File: src/rtl/rtc_display_scanner.sv
// Sweeps NREG RTC registers into a work buffer and commits them atomically to a display shadow; serves BCD digits.
// Latency: sweep is NREG*(RD_LAT+1)+1 cycles tick-to-frame_done; character port answers one cycle after char_idx.
// Backpressure: none; ticks arriving mid-sweep collapse into one pending sweep. Optional blink: RTC_CURSOR_BLINK_EN.
module rtc_display_scanner #(
    parameter int NREG      = 9,
    parameter int BASE_ADDR = 0,
    parameter int RD_LAT    = 1,
    parameter int BLINK_DIV = 25000000
) (
    input  logic       clk,
    input  logic       reset,
    input  logic       refresh_tick,
    output logic [3:0] rd_addr,
    input  logic [7:0] rd_data,
    input  logic [4:0] char_idx,
    output logic [3:0] char_bcd,
    output logic       frame_valid,
    output logic       frame_done,
    output logic       busy,
    output logic       bcd_err,
    input  logic [3:0] cursor
);

    typedef enum logic [1:0] {IDLE, WAIT, CAPTURE, COMMIT} state_t;

    localparam logic [3:0] BASE4    = 4'(BASE_ADDR);
    localparam logic [3:0] LAST_IDX = 4'(NREG - 1);
    localparam logic [1:0] LAT_LAST = 2'(RD_LAT - 1);
    localparam logic [5:0] NCHAR    = 6'(2 * NREG);

    state_t     state_q;
    logic [3:0] rd_addr_q;
    logic [3:0] idx_q;
    logic [1:0] lat_q;
    logic       pending_q;
    logic       werr_q;
    logic       frame_valid_q;
    logic       frame_done_q;
    logic       busy_q;
    logic       bcd_err_q;
    logic [7:0] work_q [NREG];
    logic [7:0] disp_q [NREG];
    logic [3:0] char_bcd_q;
    logic [3:0] char_bcd_d;
    logic       blank_w;

    // Sweep sequencer: walks the read address, captures into the work buffer, commits the whole frame at once.
    always_ff @(posedge clk or negedge reset) begin
        if (!reset) begin
            state_q       <= IDLE;
            rd_addr_q     <= BASE4;
            idx_q         <= 4'd0;
            lat_q         <= 2'd0;
            pending_q     <= 1'b0;
            werr_q        <= 1'b0;
            frame_valid_q <= 1'b0;
            frame_done_q  <= 1'b0;
            busy_q        <= 1'b0;
            bcd_err_q     <= 1'b0;
            for (int k = 0; k < NREG; k++) begin
                work_q[k] <= 8'h00;
                disp_q[k] <= 8'h00;
            end
        end else begin
            frame_done_q <= 1'b0;
            case (state_q)
                IDLE: begin
                    if (refresh_tick || pending_q) begin
                        rd_addr_q <= BASE4;
                        idx_q     <= 4'd0;
                        lat_q     <= 2'd0;
                        pending_q <= 1'b0;
                        werr_q    <= 1'b0;
                        busy_q    <= 1'b1;
                        state_q   <= WAIT;
                    end
                end
                WAIT: begin
                    if (refresh_tick) pending_q <= 1'b1;
                    if (lat_q == LAT_LAST) state_q <= CAPTURE;
                    else                   lat_q   <= lat_q + 2'd1;
                end
                CAPTURE: begin
                    if (refresh_tick) pending_q <= 1'b1;
                    for (int k = 0; k < NREG; k++) begin
                        if (4'(k) == idx_q) work_q[k] <= rd_data;
                    end
                    if (rd_data[7:4] > 4'd9 || rd_data[3:0] > 4'd9) werr_q <= 1'b1;
                    if (idx_q == LAST_IDX) begin
                        state_q <= COMMIT;
                    end else begin
                        idx_q     <= idx_q + 4'd1;
                        rd_addr_q <= rd_addr_q + 4'd1;
                        lat_q     <= 2'd0;
                        state_q   <= WAIT;
                    end
                end
                COMMIT: begin
                    // A tick landing on the commit edge still counts as a request for another sweep.
                    if (refresh_tick) pending_q <= 1'b1;
                    disp_q        <= work_q;
                    bcd_err_q     <= werr_q;
                    frame_valid_q <= 1'b1;
                    frame_done_q  <= 1'b1;
                    busy_q        <= 1'b0;
                    state_q       <= IDLE;
                end
                default: state_q <= IDLE;
            endcase
        end
    end

`ifdef RTC_CURSOR_BLINK_EN
    localparam int            BW         = (BLINK_DIV > 1) ? $clog2(BLINK_DIV) : 1;
    localparam logic [BW-1:0] BLINK_LAST = BW'(BLINK_DIV - 1);
    localparam logic [4:0]    NREG5      = 5'(NREG);

    logic [BW-1:0] blink_cnt_q;
    logic          phase_q;

    // Free-running blink timebase; phase flips every BLINK_DIV cycles.
    always_ff @(posedge clk or negedge reset) begin
        if (!reset) begin
            blink_cnt_q <= '0;
            phase_q     <= 1'b0;
        end else if (blink_cnt_q == BLINK_LAST) begin
            blink_cnt_q <= '0;
            phase_q     <= ~phase_q;
        end else begin
            blink_cnt_q <= blink_cnt_q + 1'b1;
        end
    end

    assign blank_w = phase_q && ({1'b0, cursor} < NREG5) && (cursor == char_idx[4:1]);
`else
    logic unused_cursor;
    assign unused_cursor = ^cursor;
    assign blank_w       = 1'b0;
`endif

    // Digit lookup from the display buffer only; out-of-range and blinked digits are blank, bad nibbles show the error glyph.
    always_comb begin
        logic [7:0] sel;
        logic [3:0] nib;
        sel = 8'h00;
        for (int k = 0; k < NREG; k++) begin
            if (4'(k) == char_idx[4:1]) sel = disp_q[k];
        end
        nib = char_idx[0] ? sel[3:0] : sel[7:4];
        if ({1'b0, char_idx} >= NCHAR) char_bcd_d = 4'hF;
        else if (blank_w)              char_bcd_d = 4'hF;
        else if (nib > 4'd9)           char_bcd_d = 4'hE;
        else                           char_bcd_d = nib;
    end

    // Registered character port: a read on the commit edge still sees the old frame.
    always_ff @(posedge clk or negedge reset) begin
        if (!reset) char_bcd_q <= 4'h0;
        else        char_bcd_q <= char_bcd_d;
    end

    assign rd_addr     = rd_addr_q;
    assign char_bcd    = char_bcd_q;
    assign frame_valid = frame_valid_q;
    assign frame_done  = frame_done_q;
    assign busy        = busy_q;
    assign bcd_err     = bcd_err_q;

endmodule
File: config.mk
export PLATFORM = sky130hd
export DESIGN_NAME = rtc_display_scanner
export DESIGN_NICKNAME = d
export VERILOG_FILES = /design/src/rtl/rtc_display_scanner.sv
export SDC_FILE = /design/constraint.sdc
export NUM_CORES = 1
export LEC_CHECK = 0
export CORE_MARGIN = 2
export CORE_UTILIZATION = 65
export DETAILED_ROUTE_END_ITERATION = 8
export GPL_ROUTABILITY_DRIVEN = 0
export GPL_TIMING_DRIVEN = 0
export PLACE_DENSITY = 0.85
export SYNTH_ARGS = -nofsm -noshare
export SYNTH_HDL_FRONTEND = slang
export SYNTH_SLANG_ARGS = --single-unit
File: constraint.sdc
create_clock -name clk -period 4.7 [get_ports clk]
set_clock_uncertainty 0.15 [all_clocks]
set_input_delay 0.705 -clock clk [delete_from_list [all_inputs] [get_ports clk]]
set_output_delay 0.705 -clock clk [all_outputs]
set_load 0.03 [all_outputs]
# Yosys cells after proc, flatten, opt, wreduce, memory -nomap -nowiden
# Index checks and enable logic that the tools add are counted.
[op_classes] n_addsub=3 order_cmp=4 eq_ne=26 mux=33 reduce_logical=25
[ops] cell="8-bit two-way mux" count=9
[ops] cell="3-bit by 4-bit equality test with 1-bit output (first input constant)" count=8
[ops] cell="4-bit two-way mux" count=6
[ops] cell="2-bit AND reduction" count=12
[ops] cell="2-bit by 4-bit equality test with 1-bit output (first input constant)" count=4
[ops] cell="4-bit one-hot mux with 2 select lines" count=2
[ops] cell="4-bit > comparator (second input constant)" count=3
[ops] cell="2-bit two-way mux" count=6
[ops] cell="2-bit inequality test (second input constant)" count=5
[ops] cell="4-bit by 1-bit adder with 4-bit output (second input constant)" count=2
[ops] cell="1-bit by 4-bit equality test with 1-bit output (first input constant)" count=2
[ops] cell="4-bit equality test (first input constant)" count=2
[ops] cell="4-bit zero test" count=2
[ops] cell="2-bit one-hot mux with 4 select lines" count=1
[ops] cell="1-bit one-hot mux with 2 select lines" count=3
[ops] cell="2-bit one-hot mux with 3 select lines" count=1
[ops] cell="3-bit AND reduction" count=2
[ops] cell="5-bit >= comparator (second input constant)" count=1
[ops] cell="1-bit two-way mux" count=5
[ops] cell="2-bit equality test (second input constant)" count=2
[ops] cell="4-bit equality test (second input constant)" count=1
[ops] cell="2-bit zero test" count=2
[ops] cell="4-bit AND reduction" count=1
[ops] cell="2-bit nonzero test" count=2
[ops] cell="other kinds (6)" count=7
[totals] regBits=166 in_bits=20 wordCells=120

# Depth between registers and ports, before layout
[logic_depth] ltp_word=14 depth_mapped=9 mapped_depth_nobuf=7

# Worst setup path before layout
# Ideal clock, no wire load.
[synth_timing] kind="input to register" from="in char_idx[1]" to="reg char_bcd_q[0], in the netlist char_bcd[0]" setup_ps=73 t_arrival_ps=2097 path_slack_ps=2380 stages=6 n_path_buf=1 path_cell_list="buf_6 > or4b_4 > o211ai_1 > o22ai_1 > nor4b_2 > a2bb2oi_2"
[synth_between] elab_chain_cells=14
[synth_lines] element="start, declared" line_no="15" source="input logic [4:0] char_idx,"
[synth_lines] element="4-bit zero test" line_no="147" source="if (4'(k) == char_idx[4:1]) sel = disp_q[k];"
[synth_lines] element="8-bit two-way mux (9 in series)" line_no="147"
[synth_lines] element="4-bit two-way mux" line_no="149" source="nib = char_idx[0] ? sel[3:0] : sel[7:4];"
[synth_lines] element="4-bit > comparator" line_no="152" source="else if (nib > 4'd9) char_bcd_d = 4'hE;"
[synth_lines] element="4-bit two-way mux" line_no="152"
[synth_lines] element="4-bit two-way mux *" line_no="150" source="if ({1'b0, char_idx} >= NCHAR) char_bcd_d = 4'hF;"
[synth_lines] element="named net char_bcd_d[0]" line_no="44" source="logic [3:0] char_bcd_d;"
[synth_lines] element="end signal, assigned" line_no="159" source="else char_bcd_q <= char_bcd_d;"
[synth_lines] element="end, declared" line_no="43" source="logic [3:0] char_bcd_q;"
# Mark *: on every way through the listed nets, which the timed path passes. The rest lies on a longest branch.
# A chain may end at the register's enable or synchronous reset.

# Worst setup path in the final report
[layout_timing] from="in char_idx[2]" to="reg char_bcd_q[0], in the netlist char_bcd[0]"
# The elaborated chain is that of the path after synthesis.

==> impl_metrics.json <==
{
  "status": "complete, but fails checks",
  "violations": "negative hold slack",
  "power.switching_mw": 1.57,
  "cts_setup_buffers": 0,
  "p_per_area_nw_per_um2": 637,
  "clk_latency_ps": 540,
  "initial_core_util_pct": 66.8,
  "wl_mm": 16.2,
  "finalCritPeriodShare_pct": 58.1,
  "clock.fmax_mhz": 367,
  "holdBufCountCts": 0,
  "cts_tree": "yes",
  "vias": 4609,
  "avgSynthCellArea_um2": 13.4,
  "final_util_pct": 76.0,
  "fp.dieH_um": 110,
  "wl_per_cell_um": 22.1,
  "synth_simple_gate_area_share_pct": 8.31,
  "cp-end-kind": "flop",
  "slew_violations": 0,
  "synthDistinctLibCells": 57,
  "ant_nets": 0,
  "crit_type": "primary input to flop",
  "syn_to_final_growth_pct": 13.8,
  "synth.largest_area_cell": "dfrtp_1",
  "finalNetCount": 607,
  "peakVddDrop_v": 0.000428,
  "dr.pass1.iters": 6,
  "fp.dieArea_um2": 12000,
  "yosysTopAreaCellShare_pct": 57.4,
  "synth_seq_cells": 166,
  "grt_pass1_vias": 4740,
  "cts_sinks": 166,
  "grt_overflow_total": 0,
  "synthesis.area_um2": 7240,
  "relSlewSlack_pct": 18.2,
  "cp_cell_sequence": "clkdlybuf4s50_1 > buf_2 > buf_4 > mux2i_1 > a211oi_1 > a21oi_1 > o2bb2ai_1 > nor4b_2 > a2bb2oi_2",
  "n_fill_cell": 680,
  "slowest_delay_ps": 500,
  "seq_area_frac_synth_pct": 57.4,
  "power.leakage_nw": 3.54,
  "grt_pass1_wl_mm": 25.6,
  "maxCapViolCount": 0,
  "drc": 0,
  "start_kind": "primary input",
  "synth_edf_count": 0,
  "p_clk_share_pct": 26.6,
  "path_depth": 9,
  "cp.buffers_inverters": 3,
  "worstPathRequired_ps": 5020,
  "final.setup.worst_slack_ps": 1970,
  "synth_compound_area_share_pct": 5.30,
  "period_minus_slack_ps": 2730,
  "fin_tns_setup_ps": 0,
  "pre_cts_slack_ps": 1470,
  "tightest_slew_ps": 1220,
  "synth_top_cells_by_area": "dfrtp_1, mux2_2, nand2_1",
  "synth.area.mux_share_pct": 24.9,
  "min_path_type": "primary input to asynchronous set/reset pin",
  "rows": 38,
  "drt_iter0_drc": 519,
  "cts_root_buffer": "clkbuf_8",
  "rsz0062_at_grt": "false",
  "rr_worst_depth": 5,
  "gr-usage-all-layers_pct": 29.8,
  "place_hpwl_mm": 10.4,
  "critPathMaxFanout": 10,
  "p_int_mw": 3.67,
  "synth-main-ff-cell": "dfrtp_1",
  "synth_top_family_by_area": "multiplexers",
  "grt_max_degree": 102,
  "antenna_cells": 0,
  "p_sw_share_pct": 29.9,
  "dp.cells": 702,
  "drive_gt1_share_pct": 34.3,
  "cts_resized": 0,
  "cts_made_buffers": 17,
  "avgViaCountPerCell": 6.28,
  "h-tree-depth": 4,
  "syn_inst": 541,
  "port_buffers": 20,
  "core_um2": 10800,
  "ios": 32,
  "yosysWarnings": 0,
  "finalInstanceArea_um2": 8240,
  "comb_power_share_pct": 26.2,
  "crit_family": "buffers and inverters",
  "syn_nets": 567,
  "stdcell_count": 734,
  "synth_xor_area_share_pct": 0.363,
  "clk_pin_slew_ps": 70,
  "total_power_mw": 5.24,
  "synthAdderAreaFrac_pct": 1.04,
  "setup_viol": 0,
  "pwr-share-seq_pct": 47.2,
  "die_x_um": 110,
  "arrival_ps": 3050,
  "async_flop_share_pct": 100,
  "post_dp_cell_area_um2": 7650,
  "clock_path_buffers": 2,
  "antenna_found_initial": 0,
  "final_hold_viol_count": 2,
  "whs_ps": -2.44,
  "cp_slowest_cell": "clkdlybuf4s50_1"
}
## layout make-up
cell class                 count  area (um^2)  area share, %
buffer                        34          168           2.03
clock buffer                  17          414           5.03
clock inverter                15          178           2.16
inverter                       9         33.8          0.410
multi-input combinational    332         2890           35.0
sequential                   166         4150           50.4
tap                          140          175           2.13
timing repair buffer          21          229           2.78
## cells in the final DEF, fill, tap and decap left out, types with 3 or more instances in the layout
master,Yosys,layout
nand3_1,4,4
nand2b_1,5,5
xor2_1,3,3
buf_6,3,4
mux4_2,6,6
nor3_1,3,3
clkinv_2,0,4
inv_1,8,8
clkdlybuf4s50_1,0,19
mux2i_1,10,10
nor2_1,18,18
buf_2,8,8
ha_1,6,6
nand4_1,5,5
clkinvlp_4,0,4
nand3b_1,3,3
bufinv_16,0,3
a21oi_1,12,12
o21ai_0,18,18
buf_1,8,8
nand2_1,42,42
a31o_2,3,3
dfrtp_1,166,166
clkbuf_16,0,16
clkbuf_1,13,13
mux2_2,137,137
o211ai_1,3,3
nor3_2,4,4
nor2b_1,8,8
a211oi_1,4,4
## path summary, 6_finish.rpt
| path | start | to | slack (ps) |
|---|---|---|---|
| hold / removal | reset | work_q[39] | -2 |
| min in group clk | busy | busy | 330 |
| setup reg to reg | idx_q[2] | work_q[38] | 2210 |
| setup / recovery | char_idx[2] | char_bcd[0] | 1970 |
| hold reg to reg | busy | busy | 330 |
| max in group asynchronous | reset | work_q[57] | 3480 |
## per-layer routing
metal  part of all wire (%)  up-vias  GRT usage [%]
met3                    6.8       33           9.25
met5                      0        -              0
li1                       -     2012              -
met1                     42     2408           38.6
met2                     49      156           48.0
met4                    2.3        0           10.5
## cell families after synthesis
logic type | after synthesis
flops | 166
mux | 155
simple gates | 110
compound gates | 58
buf+inv | 43
fa+ha+maj | 6
xor+xnor | 3
## registers in the layout, summed over array words and instances (netlist names)
register / count
disp_q: 72
work_q: 72
char_bcd: 4
idx_q: 4
rd_addr: 4
lat_q: 2
state_q: 2
bcd_err: 1
busy: 1
frame_done: 1
frame_valid: 1
pending_q: 1
werr_q: 1
## synth_stat cells (all sizes together) (2+ instances only)
library cell and number:
o21ai 19, and2 2, inv 9, a311oi 2, nor4b 2, nor2b 9
clkbuf 13, a32oi 2, nand4 5, nand3 4, or3 3, nor2 18
mux2i 10, nor3 7, a211oi 4, nand3b 3, mux2 139, o211ai 3
mux4 6, nand2 42, nor3b 2, nand4b 2, buf 21, xor2 3
ha 6, a31o 3, a21oi 12, nand2b 5, dfrtp 166
## power groups by stage
stage	logic (mW)	clock network [mW]	registers, mW
final	1.38	1.39	2.47
after global routing	1.49	1.47	2.54
after CTS	1.38	1.40	2.47
after detailed placement	1.36	0	2.48
after global placement	1.28	0	2.44
after floorplan	0.971	0	2.42
## worst reg2reg max path, cell delays in order (launching register included)
cell and delay [ps]:
dfrtp_1 320, clkbuf_1 340, nand2b_1 110, clkbuf_1 140, nor2_1 880, mux2_2 430
No activity file was read; power rests on OpenSTA's default activity.
==> edit (same settings) <==
Build with the macro `RTC_CURSOR_BLINK_EN` defined.
--- a/src/rtl/rtc_display_scanner.sv
+++ b/src/rtl/rtc_display_scanner.sv
@@ -1,6 +1,8 @@
 // Sweeps NREG RTC registers into a work buffer and commits them atomically to a display shadow; serves BCD digits.
 // Latency: sweep is NREG*(RD_LAT+1)+1 cycles tick-to-frame_done; character port answers one cycle after char_idx.
 // Backpressure: none; ticks arriving mid-sweep collapse into one pending sweep. Optional blink: RTC_CURSOR_BLINK_EN.
+`define RTC_CURSOR_BLINK_EN
+
 module rtc_display_scanner #(
     parameter int NREG      = 9,
     parameter int BASE_ADDR = 0,
Formal check against the unedited RTL: same outputs for any inputs over 10 cycles, from zero or initial values and one cycle with reset low; that may be too few to reach the edited logic, so the function may still have changed.
==> edit against the original RTL <==
Sequential share of layout area up 0.59 points. Area after synthesis up 16%. Worst hold slack better by 100 ps. Sequential cell count up 26. Final area up 14%. Wire length up 9.6%. Setup slack better by 130 ps. Maximum frequency up 4.9%. Critical endpoint unchanged. Highest routed layer unchanged.
Power is not compared: it rests on default switching activity, and its combinational part moved more than twofold at a synthesized area within 25%.
==> edit: results <==
finish:
  reg_top3: "disp_q x72, work_q x72, blink_cnt_q x25"
  num-fill-cells: 816
  final_nets: 703
  drive_above_1_share_pct: 31.0
synth:
  async_flop_share_pct: 100
  synth_cell_types: 65
  synthesis.nets: 659
  netlist_instances: 632
  ys_top_cells_by_count: "dfrtp_1 (192), mux2_2 (150), nand2_1 (31), nor2_1 (30), xor2_1 (21)"
  ys_top_cells_by_area: "dfrtp_1 (57%), mux2_2 (20%), xor2_1 (2.2%)"
  ys_seq_area_share_pct: 57.1
routing:
  ant_nets: 0
  top_layer_used: "met4"
  routed-wl-met2_um: 8820
  drt-total-wl_um: 17700
  wirelength_met1_um: 7740
  wl_met3_um: 781
  avgViaCountPerCell: 6.04
  drtIter0Drc: 442
  vias: 5194
  first_pass_iters: 4
grt:
  grt_pass1_vias: 5577
  antenna_found_initial: 0
  grt_usage_pct: 27.8
  grt_pass1_wl_um: 29500
  grt_max_degree: 109
placement:
  numPlacedInstances: 829
  portBuffers: 24
  dp_hpwl_um: 11700
setup_path:
  critical_path.top_delay_family: "buffers and inverters"
  crit_arrival_ps: 2760
  r2r_start: "blink_cnt_q[0]$_DFF_PN0_"
  r2r-end: "blink_cnt_q[19]$_DFF_PN0_"
  cpPeakStageDelay_ps: 480
  reg2reg_slack_ps: 2320
  r2r_cells: 7
clock_network:
  cts-root-buf: "clkbuf_16"
  clk_latency_ps: 430
  h-tree-depth: 4
power_and_ir_drop:
  peakVddDrop_uv: 254
outcome:
  status: "completed"
sta:
  tightest_slew_ps: 742
  holdWs_ps: 102
## edit: changes by cell type after synthesis, moves of 10 or more
| cell | before | now |
|---|---|---|
| dfrtp_1 | 166 | 192 |
| xor2_1 | 3 | 21 |
| mux2_2 | 137 | 150 |
| nor2_1 | 18 | 30 |
| nand2_1 | 42 | 31 |
| xnor2_1 | 0 | 10 |
## edit: cell type report
class	instances	area share, %
repair buffers	25	2.90
multi-input cells	397	36.1
plain buffers	31	1.67
well taps	172	2.28
clock inverters	7	0.664
clock buffers	24	4.90
inverters	12	0.478
flip-flops and latches	192	51.0
## edit: worst register-to-register path, cell delays in order, from the launching register on
cell     delay, ps
dfrtp_1        390
ha_1           220
and3_1         230
and2_1         240
nand3_1        120
nor3_2         510
buf_2          330
nor2_1          80
## edit: power by group through the flow
stage | combinational, uW | sequential (uW) | clock (uW)
floorplan | 166 | 1830 | 0
global placement | 270 | 1830 | 0
detailed placement | 284 | 1840 | 0
CTS | 287 | 1810 | 1330
global route | 312 | 1820 | 1400
finish | 284 | 1810 | 1320
## edit: kinds of logic after synthesis
group                    after synthesis  share of synthesized area, %
AO/OA/AOI/OAI                         61                          5.15
XOR/XNOR                              31                          3.23
adder cells (fa/ha/maj)                7                          1.04
buffers and inverters                 43                          2.41
flip-flops                           192                          57.1
multiplexers                         167                          22.8
AND/OR/NAND/NOR                      131                          8.24
## edit: through the flow
step	cell area [um2]	power, uW	setup slack (ps)
after floorplan	8410	2000	2400
final	9420	3410	2100
after CTS	9420	3430	2160
after detailed placement	8900	2120	1710
after global placement	8860	2100	-4540
after global routing	9420	3540	1940
## edit: metal layers
layer	up-vias	GRT usage (%)
met2	111	46.2
met3	35	5.62
li1	2354	-
met4	0	9.86
met1	2694	36.7
met5	-	0
## edit: worst max-delay path by stage
stage,start,depth (start not counted),to
CTS,char_idx[2],8,char_bcd[1]$_DFF_PN0_
global route,char_idx[2],8,char_bcd[1]$_DFF_PN0_
finish,char_idx[3],9,char_bcd[0]$_DFF_PN0_
floorplan,char_idx[1],8,char_bcd[0]$_DFF_PN0_
detailed placement,char_idx[3],9,char_bcd[0]$_DFF_PN0_
global placement,reset,1,lat_q[0]$_DFFE_PN0P_
